[config.mk]
export PLATFORM = sky130hd
export DESIGN_NAME = writeback_unit_flat
export DESIGN_NICKNAME = d
export VERILOG_FILES = /design/src/rtl/writeback_unit_pkg.sv /design/src/rtl/writeback_unit_if.sv /design/src/rtl/writeback_unit_load_extend.sv /design/src/rtl/writeback_unit.sv /design/src/flat_wrapper.sv
export SDC_FILE = /design/constraint.sdc
export NUM_CORES = 1
export LEC_CHECK = 0
export ABC_AREA = 1
export CORE_UTILIZATION = 30
export CTS_CLUSTER_DIAMETER = 150
export DETAILED_ROUTE_END_ITERATION = 10
export PLACE_DENSITY = 0.54
export SKIP_LAST_GASP = 1
export SYNTH_ARGS = -nofsm -noshare
export SYNTH_HDL_FRONTEND = slang
export SYNTH_SLANG_ARGS = --single-unit
[constraint.sdc]
create_clock -name clk -period 4.1 [get_ports clk]
set_input_delay 0.41 -clock clk [delete_from_list [all_inputs] [get_ports clk]]
set_output_delay 0.41 -clock clk [all_outputs]
set_load 0.02 [all_outputs]
[src/rtl/writeback_unit_pkg.sv]
// Shared types and constants for the register-file write-back path.
package writeback_unit_pkg;

    localparam int unsigned XLEN = 32;

    localparam logic [2:0] LB  = 3'b000;
    localparam logic [2:0] LH  = 3'b001;
    localparam logic [2:0] LW  = 3'b010;
    localparam logic [2:0] LBU = 3'b100;
    localparam logic [2:0] LHU = 3'b101;

    typedef enum logic [0:0] {
        IDLE,
        WAIT_MEM
    } wb_state_e;

    // Unlisted funct3 codes extract as a word but are not alignment-checked.
    function automatic logic is_misaligned(input logic [2:0] funct3, input logic [1:0] addr);
        logic bad;
        bad = 1'b0;
        case (funct3)
            LH, LHU: bad = addr[0];
            LW:      bad = (addr != 2'b00);
            default: bad = 1'b0;
        endcase
        return bad;
    endfunction

endpackage

[src/rtl/writeback_unit_if.sv]
// Retire/memory-response inputs and register-file write outputs of the write-back unit.
interface writeback_unit_if;

    logic                                 wbValid;
    logic                                 inReady;
    logic [4:0]                           wbRd;
    logic                                 wbRegWrite;
    logic                                 wbMemToReg;
    logic                                 wbIsJump;
    logic [2:0]                           wbFunct3;
    logic [writeback_unit_pkg::XLEN-1:0]  aluResult;
    logic [writeback_unit_pkg::XLEN-1:0]  pcOld;
    logic                                 memRespValid;
    logic [writeback_unit_pkg::XLEN-1:0]  memRespData;
    logic                                 regWrite;
    logic [4:0]                           rdAddr;
    logic [writeback_unit_pkg::XLEN-1:0]  writeData;
    logic                                 stall;
    logic                                 misalign;
    logic                                 timeoutErr;

    modport master (
        output wbValid, wbRd, wbRegWrite, wbMemToReg, wbIsJump, wbFunct3, aluResult, pcOld,
        output memRespValid, memRespData,
        input  inReady, regWrite, rdAddr, writeData, stall, misalign, timeoutErr
    );

    modport slave (
        input  wbValid, wbRd, wbRegWrite, wbMemToReg, wbIsJump, wbFunct3, aluResult, pcOld,
        input  memRespValid, memRespData,
        output inReady, regWrite, rdAddr, writeData, stall, misalign, timeoutErr
    );

endinterface

[src/rtl/writeback_unit_load_extend.sv]
// Selects the byte/half/word of an aligned memory word and sign- or zero-extends it.
module writeback_unit_load_extend
    import writeback_unit_pkg::*;
(
    input  logic [XLEN-1:0] word,
    input  logic [1:0]      addr,
    input  logic [2:0]      funct3,
    output logic [XLEN-1:0] data
);

    logic [7:0]  byte_sel;
    logic [15:0] half_sel;

    always_comb begin
        byte_sel = word[{addr, 3'b000} +: 8];
        half_sel = addr[1] ? word[31:16] : word[15:0];
        data     = word;
        case (funct3)
            LB:      data = {{(XLEN - 8){byte_sel[7]}}, byte_sel};
            LBU:     data = {{(XLEN - 8){1'b0}}, byte_sel};
            LH:      data = {{(XLEN - 16){half_sel[15]}}, half_sel};
            LHU:     data = {{(XLEN - 16){1'b0}}, half_sel};
            default: data = word;
        endcase
    end

endmodule

[src/rtl/writeback_unit.sv]
// Write-back stage: drives the register-file write port from ALU/jump results and load data.
module writeback_unit
    import writeback_unit_pkg::*;
#(
    parameter int unsigned TIMEOUT = 16,
    parameter int unsigned CNT_W   = $clog2(TIMEOUT)
) (
    input logic               clk,
    input logic               rst,
    writeback_unit_if.slave   wb
);

    wb_state_e       state_q, state_d;
    logic [CNT_W-1:0] cnt_q, cnt_d;
    logic [4:0]      rd_q, rd_d;
    logic [2:0]      funct3_q, funct3_d;
    logic [1:0]      addr_q, addr_d;
    logic            reg_write_q, reg_write_d;
    logic [4:0]      rd_addr_q, rd_addr_d;
    logic [XLEN-1:0] write_data_q, write_data_d;
    logic            misalign_q, misalign_d;
    logic            timeout_err_q, timeout_err_d;
    logic [XLEN-1:0] load_data;
    logic            accept;

    writeback_unit_load_extend u_load_extend (
        .word   (wb.memRespData),
        .addr   (addr_q),
        .funct3 (funct3_q),
        .data   (load_data)
    );

    assign accept = wb.wbValid && (state_q == IDLE);

    always_comb begin
        state_d       = state_q;
        cnt_d         = cnt_q;
        rd_d          = rd_q;
        funct3_d      = funct3_q;
        addr_d        = addr_q;
        reg_write_d   = 1'b0;
        rd_addr_d     = rd_addr_q;
        write_data_d  = write_data_q;
        misalign_d    = 1'b0;
        timeout_err_d = timeout_err_q;

        unique case (state_q)
            IDLE: begin
                if (accept) begin
                    if (wb.wbMemToReg) begin
                        if (is_misaligned(wb.wbFunct3, wb.aluResult[1:0])) begin
                            misalign_d = 1'b1;
                        end else begin
                            state_d  = WAIT_MEM;
                            cnt_d    = '0;
                            rd_d     = wb.wbRd;
                            funct3_d = wb.wbFunct3;
                            addr_d   = wb.aluResult[1:0];
                        end
                    end else begin
                        reg_write_d  = wb.wbRegWrite && (wb.wbRd != 5'd0);
                        rd_addr_d    = wb.wbRd;
                        write_data_d = wb.wbIsJump ? (wb.pcOld + XLEN'(4)) : wb.aluResult;
                    end
                end
            end
            WAIT_MEM: begin
                cnt_d = cnt_q + CNT_W'(1);
                // A response arriving on the final wait cycle beats the timeout.
                if (wb.memRespValid) begin
                    reg_write_d  = (rd_q != 5'd0);
                    rd_addr_d    = rd_q;
                    write_data_d = load_data;
                    state_d      = IDLE;
                end else if (cnt_q == CNT_W'(TIMEOUT - 1)) begin
                    timeout_err_d = 1'b1;
                    state_d       = IDLE;
                end
            end
            default: state_d = IDLE;
        endcase
    end

    always_ff @(posedge clk or negedge rst) begin
        if (!rst) begin
            state_q       <= IDLE;
            cnt_q         <= '0;
            rd_q          <= '0;
            funct3_q      <= '0;
            addr_q        <= '0;
            reg_write_q   <= 1'b0;
            rd_addr_q     <= '0;
            write_data_q  <= '0;
            misalign_q    <= 1'b0;
            timeout_err_q <= 1'b0;
        end else begin
            state_q       <= state_d;
            cnt_q         <= cnt_d;
            rd_q          <= rd_d;
            funct3_q      <= funct3_d;
            addr_q        <= addr_d;
            reg_write_q   <= reg_write_d;
            rd_addr_q     <= rd_addr_d;
            write_data_q  <= write_data_d;
            misalign_q    <= misalign_d;
            timeout_err_q <= timeout_err_d;
        end
    end

    assign wb.inReady    = (state_q == IDLE);
    assign wb.stall      = (state_q == WAIT_MEM);
    assign wb.regWrite   = reg_write_q;
    assign wb.rdAddr     = rd_addr_q;
    assign wb.writeData  = write_data_q;
    assign wb.misalign   = misalign_q;
    assign wb.timeoutErr = timeout_err_q;

endmodule

[src/flat_wrapper.sv]
// flat-port wrapper written by rule: the top's interface ports become plain ports
module writeback_unit_flat import writeback_unit_pkg::*;
#(
    parameter int unsigned TIMEOUT = 16,
    parameter int unsigned CNT_W   = $clog2(TIMEOUT)
)
  (clk, rst, wb_wbValid, wb_wbRd, wb_wbRegWrite, wb_wbMemToReg, wb_wbIsJump, wb_wbFunct3, wb_aluResult, wb_pcOld, wb_memRespValid, wb_memRespData, wb_inReady, wb_regWrite, wb_rdAddr, wb_writeData, wb_stall, wb_misalign, wb_timeoutErr);
  writeback_unit_if wb_i ();
  input logic clk;
  input logic rst;
  input wire logic [$bits(wb_i.wbValid)-1:0] wb_wbValid;
  input wire logic [$bits(wb_i.wbRd)-1:0] wb_wbRd;
  input wire logic [$bits(wb_i.wbRegWrite)-1:0] wb_wbRegWrite;
  input wire logic [$bits(wb_i.wbMemToReg)-1:0] wb_wbMemToReg;
  input wire logic [$bits(wb_i.wbIsJump)-1:0] wb_wbIsJump;
  input wire logic [$bits(wb_i.wbFunct3)-1:0] wb_wbFunct3;
  input wire logic [$bits(wb_i.aluResult)-1:0] wb_aluResult;
  input wire logic [$bits(wb_i.pcOld)-1:0] wb_pcOld;
  input wire logic [$bits(wb_i.memRespValid)-1:0] wb_memRespValid;
  input wire logic [$bits(wb_i.memRespData)-1:0] wb_memRespData;
  output wire logic [$bits(wb_i.inReady)-1:0] wb_inReady;
  output wire logic [$bits(wb_i.regWrite)-1:0] wb_regWrite;
  output wire logic [$bits(wb_i.rdAddr)-1:0] wb_rdAddr;
  output wire logic [$bits(wb_i.writeData)-1:0] wb_writeData;
  output wire logic [$bits(wb_i.stall)-1:0] wb_stall;
  output wire logic [$bits(wb_i.misalign)-1:0] wb_misalign;
  output wire logic [$bits(wb_i.timeoutErr)-1:0] wb_timeoutErr;
  assign wb_i.wbValid = wb_wbValid;
  assign wb_i.wbRd = wb_wbRd;
  assign wb_i.wbRegWrite = wb_wbRegWrite;
  assign wb_i.wbMemToReg = wb_wbMemToReg;
  assign wb_i.wbIsJump = wb_wbIsJump;
  assign wb_i.wbFunct3 = wb_wbFunct3;
  assign wb_i.aluResult = wb_aluResult;
  assign wb_i.pcOld = wb_pcOld;
  assign wb_i.memRespValid = wb_memRespValid;
  assign wb_i.memRespData = wb_memRespData;
  assign wb_inReady = wb_i.inReady;
  assign wb_regWrite = wb_i.regWrite;
  assign wb_rdAddr = wb_i.rdAddr;
  assign wb_writeData = wb_i.writeData;
  assign wb_stall = wb_i.stall;
  assign wb_misalign = wb_i.misalign;
  assign wb_timeoutErr = wb_i.timeoutErr;
  writeback_unit #(.TIMEOUT(TIMEOUT), .CNT_W(CNT_W)) u_core (.clk(clk), .rst(rst), .wb(wb_i));
endmodule
==> results of run 1 <==
==> final timing paths <==
kind                                      endpoint  slack (ns)
min in group clk              u_core.wb.timeoutErr        0.46
hold reg to reg               u_core.wb.timeoutErr        0.46
max in group asynchronous          u_core.wb.stall        3.33
setup reg to reg           u_core.wb.writeData[15]        1.58
hold / removal             u_core.wb.writeData[30]        0.25
setup / recovery           u_core.wb.writeData[15]        1.58
==> power breakdown <==
group	internal [mW]	switching (mW)	leakage, nW	total [mW]
combinational	0.469	0.634	2.12	1.10
sequential	0.688	0.127	0.672	0.814
clock	0.227	0.208	0.0740	0.435
total	1.38	0.968	2.87	2.35
==> layer usage <==
layer  GRT usage [%]  routed length [um]  vias to the layer above
li1                -                   -                     2576
met4           10.67                 688                        0
met2           39.61                8060                      219
met3           3.067                1054                       33
met5               0                   0                        -
met1           30.92                7775                     2393
==> kinds of logic (layout without fill, tap and decap cells) <==
| group | count (synthesis) | after routing | synth area share [%] |
|---|---|---|---|
| buf+inv | 101 | 234 | 9.991 |
| compound gates | 114 | 114 | 14.44 |
| fa+ha+maj | 2 | 2 | 0.5741 |
| xor+xnor | 5 | 5 | 1.005 |
| simple gates | 449 | 449 | 42.41 |
| flops | 55 | 55 | 31.58 |
==> area by class of cell <==
| type | instances | area, um^2 |
|---|---|---|
| Clock inverter | 3 | 18.77 |
| Timing Repair Buffer | 157 | 1554 |
| Clock buffer | 5 | 125.1 |
| Tap cell | 180 | 225.2 |
| Sequential cell | 55 | 1378 |
| Fill cell | 1518 | 7934 |
| Inverter | 69 | 261.5 |
| Multi-Input combinational cell | 570 | 2546 |
==> sequential cells by signal (all words and copies together) (netlist names) <==
signal / cells
u_core.wb.regWrite: 1
u_core.wb.misalign: 1
u_core.wb.stall: 1
u_core.addr_q: 2
u_core.cnt_q: 4
u_core.funct3_q: 3
u_core.wb.writeData: 32
u_core.wb.timeoutErr: 1
u_core.wb.rdAddr: 5
u_core.rd_q: 5
==> metrics by stage <==
| step | instances | cell area [um^2] | worst slack, ns |
|---|---|---|---|
| 3_5_place_dp | 1031 | 5964 | 1.578 |
| 3_3_place_gp | 1031 | 5964 | 1.552 |
| 6_report | 1039 | 6108 | 1.580 |
| 2_1_floorplan | 726 | 4358 | 2.636 |
| 5_1_grt | 1039 | 6108 | 1.329 |
| 4_1_cts | 1039 | 6108 | 1.534 |
==> cells in the final DEF (no fill, tap or decap), drive strengths merged <==
cell type and instances:
xnor2 1, a21o 1, a31oi 9, o22ai 3, nor2 93, xor2 4, nand4 6, a211oi 1
nor3 5, buf 6, o31ai 1, inv 70, o21bai 5, clkbuf 5, nand3 54, a21oi 36
ha 2, nand3b 2, nand2 285, and2 3, nor3b 1, clkinv 2, o211ai 8, o21ai 50
clkdlybuf4s50 151, dfrtp 55
==> out/results.txt, run 1 <==
Layout cells sized above 1: 4.773%
Critical path launch point: u_core.wb.stall
Worst path top cell family by delay: simple AND/OR/NAND/NOR gates
Clock skew: 0.005259 ns
Vias per cell: 5.025
DIE WIDTH: 122.5 um
VDD IR-drop max: 0.2099 mV
Rows: 43
Clock slew at reported path FFs: 0.07 ns
Dpl hpwl: 13950 um
Setup TNS: 0 ns
Worst skew pair latency: 0.30 ns
First-pass iteration count of the detailed router: 5
CTS root buf: clkbuf_16
Yosys warning count: 0
Max stage delay on crit path: 0.65 ns
CP Cell Sequence: inv_2 > nand2_1 > inv_2 > nand2_1 > nand2_1 > inv_4 > a21oi_1 > a21oi_1
Critical path capture point type: flip-flop
Via count: 5221
CP Launch Type: flip-flop
Final slew viol count: 0
Area Growth Syn to Fin: 40.17%
Share of the synthesized area in the top cell type: 31.58%
CP max-delay cell: nand2_1
Worst slew pin tran: 0.8923 ns
EDFF count, synth: 0
Hold Vio Cnt, Final: 0
Initial antenna violation count: 0
Final Util: 43.50%
First DRT Iteration DRCs: 451
Most used cell, CP: nand2_1
Die H: 122.5 um
# Max-Cap Violations: 0
Post-CTS setup buffers: 0
Initial Utilization: 31.03%
CTS buffer count: 5
Remaining antenna violation count after routing: 0
Yosys reg bits: 55
Final Total Pwr: 2.352 mW
Synth unique cells: 34
Post-synth top cells: nand2_1 (278), nor2_1 (84), inv_1 (61)
TritonCTS clock tree: done
Synth Cell Area: 0.004358 mm^2
Average wire per cell in the routed design: 16.92 um
Clock period minus worst slack: 2.520 ns
Leak Pwr: 2.868 nW
Synth top area cells: dfrtp_1 (32%), nand2_1 (24%), nor2_1 (7.2%)
Asr flop ratio synth: 100.0%
Status: finished, final reports clean
FF-to-FF Start: u_core.wb.stall
I/O pins: 153
DRC viols: 0
GRT Total Usage: 23.90%
Placer's final routability congestion estimate: 0.9124
CP Buf/Inv Count: 3
Slew margin rel.: 40.37%
CP max FO: 28
Critical Path Stages: 8
Number of global-route vias before repair: 5116
Hold Slack: 0.2478 ns
Hold crit path type: input port to asynchronous set/reset pin
Depth of the most critical reg-to-reg path: 8
Sequential share of the synthesized area: 31.58%
Final setup violation count: 0
Pwr dens: 385.1 mW/mm^2
Ant diodes: 0
Clock buffer depth: 2
Gr ovfl total: 0
Most frequent cell after synthesis: nand2_1
Max Clock Freq: 396.9 MHz
First-pass GRT wire length: 27010 um
Htree depth: 2
Post-cts sizing count: 0
Die area: 0.01501 mm^2
Mapped Nets: 839
Worst Setup Path Type: flip-flop to flip-flop
RSZ-0062 raised after global routing: no
Area leader, netlist: dfrtp_1
Hold-fix buffers, CTS: 0
Largest net degree at the start of global routing: 58
Worst Path Arrival: 2.71 ns
Final worst-path cycle share: 61.45%
Cells after Synth: 726
Synth Area per Inst: 6.003 um^2
# clock sinks: 55
Post-synth top flop: dfrtp_1
WP data required: 4.29 ns
PortBufs: 152
Core area: 0.01404 mm^2
Final Net Count: 971
Routed WL: 17580 um
Power figures use the tool's default switching activity.
==> inputs of run 2 (changes only) <==
clock period = 2.6 ns   (was 4.1 ns; I/O delays follow)
==> out/results.txt, run 2 (same netlist as run 1, synthesis figures left out) <==
Status: finished, final reports clean
Final worst-path cycle share: 69.68%
TritonCTS clock tree: done
Most used cell, CP: nand2_1
Max stage delay on crit path: 0.51 ns
Cell-internal power: 2.220 mW
Pwr dens: 608.0 mW/mm^2
Met2 WL: 7658 um
Dpl hpwl: 14390 um
Worst R2R End: u_core.wb.writeData[13]
Die area: 0.01501 mm^2
CP Cell Sequence: buf_4 > nor3_1 > nand2_2 > nand2_2 > o21ai_1 > nand2_1 > nand2_1 > nand2_1
CP max-delay cell: dfrtp_1
Post-CTS setup buffers: 0
Worst Setup Path Type: flip-flop to flip-flop
Worst slew pin tran: 0.5331 ns
Routed WL: 17620 um
Clock period minus worst slack: 1.812 ns
Placer's final routability congestion estimate: 0.9115
Gr ovfl total: 0
FF-to-FF Start: u_core.funct3_q[1]
Setup TNS: 0 ns
Final Total Pwr: 3.772 mW
Sw Ratio: 41.14%
DRC viols: 0
CTS root buf: clkbuf_16
Depth of the most critical reg-to-reg path: 8
Via count: 5239
Dpl cells: 1039
# clock sinks: 55
Largest net degree at the start of global routing: 48
First-pass GRT wire length: 27690 um
Leak Pwr: 2.918 nW
First DRT Iteration DRCs: 330
Post-cts sizing count: 0
Vias per cell: 4.999
Clock skew: 0.006573 ns
Initial Utilization: 31.03%
Logic pwr share: 47.0%
Commonest non-fill, non-tap cell in the layout: nand2_1
First-pass iteration count of the detailed router: 4
Layout cells sized above 1: 5.645%
GRT Total Usage: 24.28%
R2R Setup Slk: 0.79 ns
VDD IR-drop max: 0.3307 mV
Remaining antenna violation count after routing: 0
CP max FO: 13
Worst path top cell family by delay: simple AND/OR/NAND/NOR gates
Hold Vio Cnt, Final: 0
Initial antenna violation count: 1
Uppermost routed layer: met5
WP data required: 2.80 ns
Core area: 0.01404 mm^2
Seq pwr share: 33.9%
Final Net Count: 980
Hold-fix buffers, CTS: 1
Number of global-route vias before repair: 5222
Clock slew at reported path FFs: 0.08 ns
CTS buffer count: 5
Ant diodes: 0
Most frequent cells in the layout: nand2_1 (278), clkdlybuf4s50_1 (151), nor2_1 (84), inv_1 (61), dfrtp_1 (54)
CP Launch Type: flip-flop
RSZ-0062 raised after global routing: no
Pre-CTS setup slack: 0.5337 ns
Htree depth: 2
Slew margin rel.: 64.08%
Post-layout worst setup margin: 0.7883 ns
Worst skew pair latency: 0.30 ns
Worst Path Arrival: 2.01 ns
Average wire per cell in the routed design: 16.81 um
# Max-Cap Violations: 0
Rows: 43
Met3 wire length: 1022 um
Hold crit path type: input port to asynchronous set/reset pin
Final setup violation count: 0
Die H: 122.5 um
Max Clock Freq: 552.0 MHz
Finished Layout Cells: 1048
Psw: 1.552 mW
Final slew viol count: 0
Clock Power Share: 19.1%
Number of flip-flops in the largest register: 32
Critical path capture point type: flip-flop
Area Growth Syn to Fin: 42.35%
DIE WIDTH: 122.5 um
Wl on met1: 8188 um
Clock buffer depth: 2
I/O pins: 153
CP Buf/Inv Count: 1
PortBufs: 152
[run 2: changes by cell type in the layout (fill, tap and decap cells not counted), sizes merged]
cell         change
buf              +8
clkinv           -1
dlygate4sd3      +1
inv              +1
[run 2: per-layer routing]
metal,global-route usage [%],up-vias
met5,0,-
met2,38.38,201
li1,-,2594
met3,3.299,41
met1,32.64,2401
met4,11.36,2
[run 2: worst max path at each step]
stage / cells past startpoint / from / endpoint / slack (ns)
after floorplan: 10 / u_core.wb.stall / u_core.wb.writeData[16] / 1.19
after global placement: 11 / wb_pcOld[2] / u_core.wb.writeData[20] / 0.58
after detailed placement: 11 / wb_pcOld[2] / u_core.wb.writeData[30] / 0.53
after CTS: 5 / u_core.wb.stall / u_core.wb.writeData[3] / 0.78
after global routing: 6 / u_core.wb.stall / u_core.wb.writeData[25] / 0.59
final: 8 / u_core.funct3_q[1] / u_core.wb.writeData[13] / 0.79
[run 2: cell type report]
cell class / instances / area (um^2)
Clock inverter: 3 / 31.28
Timing Repair Buffer: 166 / 1637
Inverter: 69 / 261.5
Sequential cell: 55 / 1378
Clock buffer: 5 / 125.1
Fill cell: 1474 / 7839
Tap cell: 180 / 225.2
Multi-Input combinational cell: 570 / 2546
[run 2: power by group through the flow]
stage	combinational, mW	sequential [mW]	clock, mW
floorplan	0.764	1.44	0
global placement	1.77	1.29	0
detailed placement	1.77	1.29	0
CTS	1.78	1.28	0.745
global route	1.95	1.31	0.781
finish	1.77	1.28	0.720
[run 2: stage by stage]
| stage | util [%] | instance area [um^2] | hold slack, ns |
|---|---|---|---|
| floorplan | - | 4358 | -0.03559 |
| global placement | 42.99 | 6037 | 0.1142 |
| detailed placement | 42.99 | 6037 | 0.1156 |
| CTS | 44.18 | 6203 | 0.3380 |
| global route | 44.18 | 6203 | 0.3496 |
| finish | 44.18 | 6203 | 0.3417 |
==> variant: new RTL, flow settings as in run 2 <==
Take the reset off `write_data_q` and load it in a clocked block of its own.
--- a/src/rtl/writeback_unit.sv
+++ b/src/rtl/writeback_unit.sv
@@ -90,7 +90,6 @@
             addr_q        <= '0;
             reg_write_q   <= 1'b0;
             rd_addr_q     <= '0;
-            write_data_q  <= '0;
             misalign_q    <= 1'b0;
             timeout_err_q <= 1'b0;
         end else begin
@@ -101,10 +100,13 @@
             addr_q        <= addr_d;
             reg_write_q   <= reg_write_d;
             rd_addr_q     <= rd_addr_d;
-            write_data_q  <= write_data_d;
             misalign_q    <= misalign_d;
             timeout_err_q <= timeout_err_d;
         end
+    end
+
+    always_ff @(posedge clk) begin
+        write_data_q <= write_data_d;
     end
 
     assign wb.inReady    = (state_q == IDLE);
Formal check against the unedited RTL: not equivalent (Yosys sat finds a counterexample within 4 cycles, from zero or initial values and one cycle with rst low).
==> variant against run 2 <==
- non-clock buffer count shrank 4
- first-iteration DRC count increased by 25%
- routed wire length is 5.8% lower
- die area down 2.3%
- cell area fell by 1.8%
- area after synthesis is 2.3% lower
- sequential cell count unchanged
- total power down 13%
- setup slack worse by 340 ps
- largest power group unchanged
- highest routed layer is now met4
==> variant: results (changes against run 2) <==
Final layout
  • Logic inverters: 54 (-22%)
  • FF+latch count: 55 (unchanged)
  • Multi-input gates: 519 (-8.9%)
  • Layout cells sized above 1: 0.05263 (-0.003820)
  • Area of the multi-input gates: 2372 µm² (-6.8%)
  • Clock network area share: 0.02445 (-0.0007664)

Pwr
  • Sequential share of power: 0.366 (+0.027)
  • Sw frac: 0.3823 (-0.02909)
  • NetSw: 1.261 mW (-19%)
  • P_leak: 2.577 nW (-12%)
  • Clock Power: 0.724 mW (+0.6%)
  • Max IR drop VDD: 369.4 µV (+12%)
  • Power per standard cell area: 541.6 nW/µm² (-11%)

Critical path
  • FF-to-FF Start: u_core.wb.stall$_DFF_PN0_
  • Reg2reg end: u_core.wb.writeData[6]$_DFFE_PP_
  • Crit. Startpoint: u_core.wb.stall$_DFF_PN0_
  • Critical Path AT: 1890 ps (-120 ps)
  • R2r worst-path depth: 4 (-4)
  • Crit path to: wb_stall
  • Critical Path Max Stage Delay: 720 ps (+210 ps)
  • Reg2Reg Setup Slack: 670 ps (-120 ps)

Synth
  • Top post-synthesis cells by area: edfxtp_1, nand2_1, dfrtp_1, nor2_1, nand3_1
  • Cells after synthesis: 655 (-9.8%)
  • Sequential share of the synthesized area: 0.3610 (+0.04514)
  • Synth cell count leaders: nand2_1, nor2_1, nand3_1, inv_1, o21ai_0
  • Syn nets: 768 (-8.5%)
  • Post-synthesis cell type count: 37 (+8.8%)

GRT
  • First-pass GRT wire length: 26010 µm (-6.1%)
  • Pin count of the biggest net entering global routing: 54 (+13%)
  • Initial antenna violation count: 0 (-1)

Timing
  • WHS: 300.7 ps (-40.97 ps)
  • Clock skew: 8.414 ps (+1.841 ps)

Route
  • Iter 0 DRT Violations: 412 (+25%)
  • WL per Instance: 16.97 µm (+0.98%)

Placement
  • Pre-CTS WS: 434.4 ps (-99.29 ps)
  • Cell Area, Placed: 5942 µm² (-1.6%)

Outcome
  • Status: complete, no violations
[variant: cell count changes in the layout (fill, tap and decap cells not counted), sizes merged, moves of 7 or more]
cell,before,now
nand3,54,62
nand2,285,225
nor2,93,106
edfxtp,0,32
a21oi,36,29
inv,71,54
dfrtp,55,23
[variant: cells by family (layout without fill, tap and decap cells)]
group | Yosys count | count (layout) | synth area share
DFF | 55 | 55 | 0.3610
and+or+nand+nor | 407 | 407 | 0.4021
xor gates and xnor gates | 6 | 6 | 0.01235
adders and majority gates | 2 | 2 | 0.005878
AOI/OAI and AO/OA | 104 | 104 | 0.1343
buffers and inverters | 81 | 224 | 0.08436
[variant: metal layers]
metal,track usage,share of wire
met1,0.3033,0.45
met2,0.3829,0.45
met3,0.05028,0.069
met4,0.08333,0.030
met5,0,0
[variant: worst register-to-register path, cell delays in order, from the launching register on]
cell and delay, ps:
dfrtp_1 360, buf_4 500, nand2_1 230, o21ai_4 250
buf_12 270
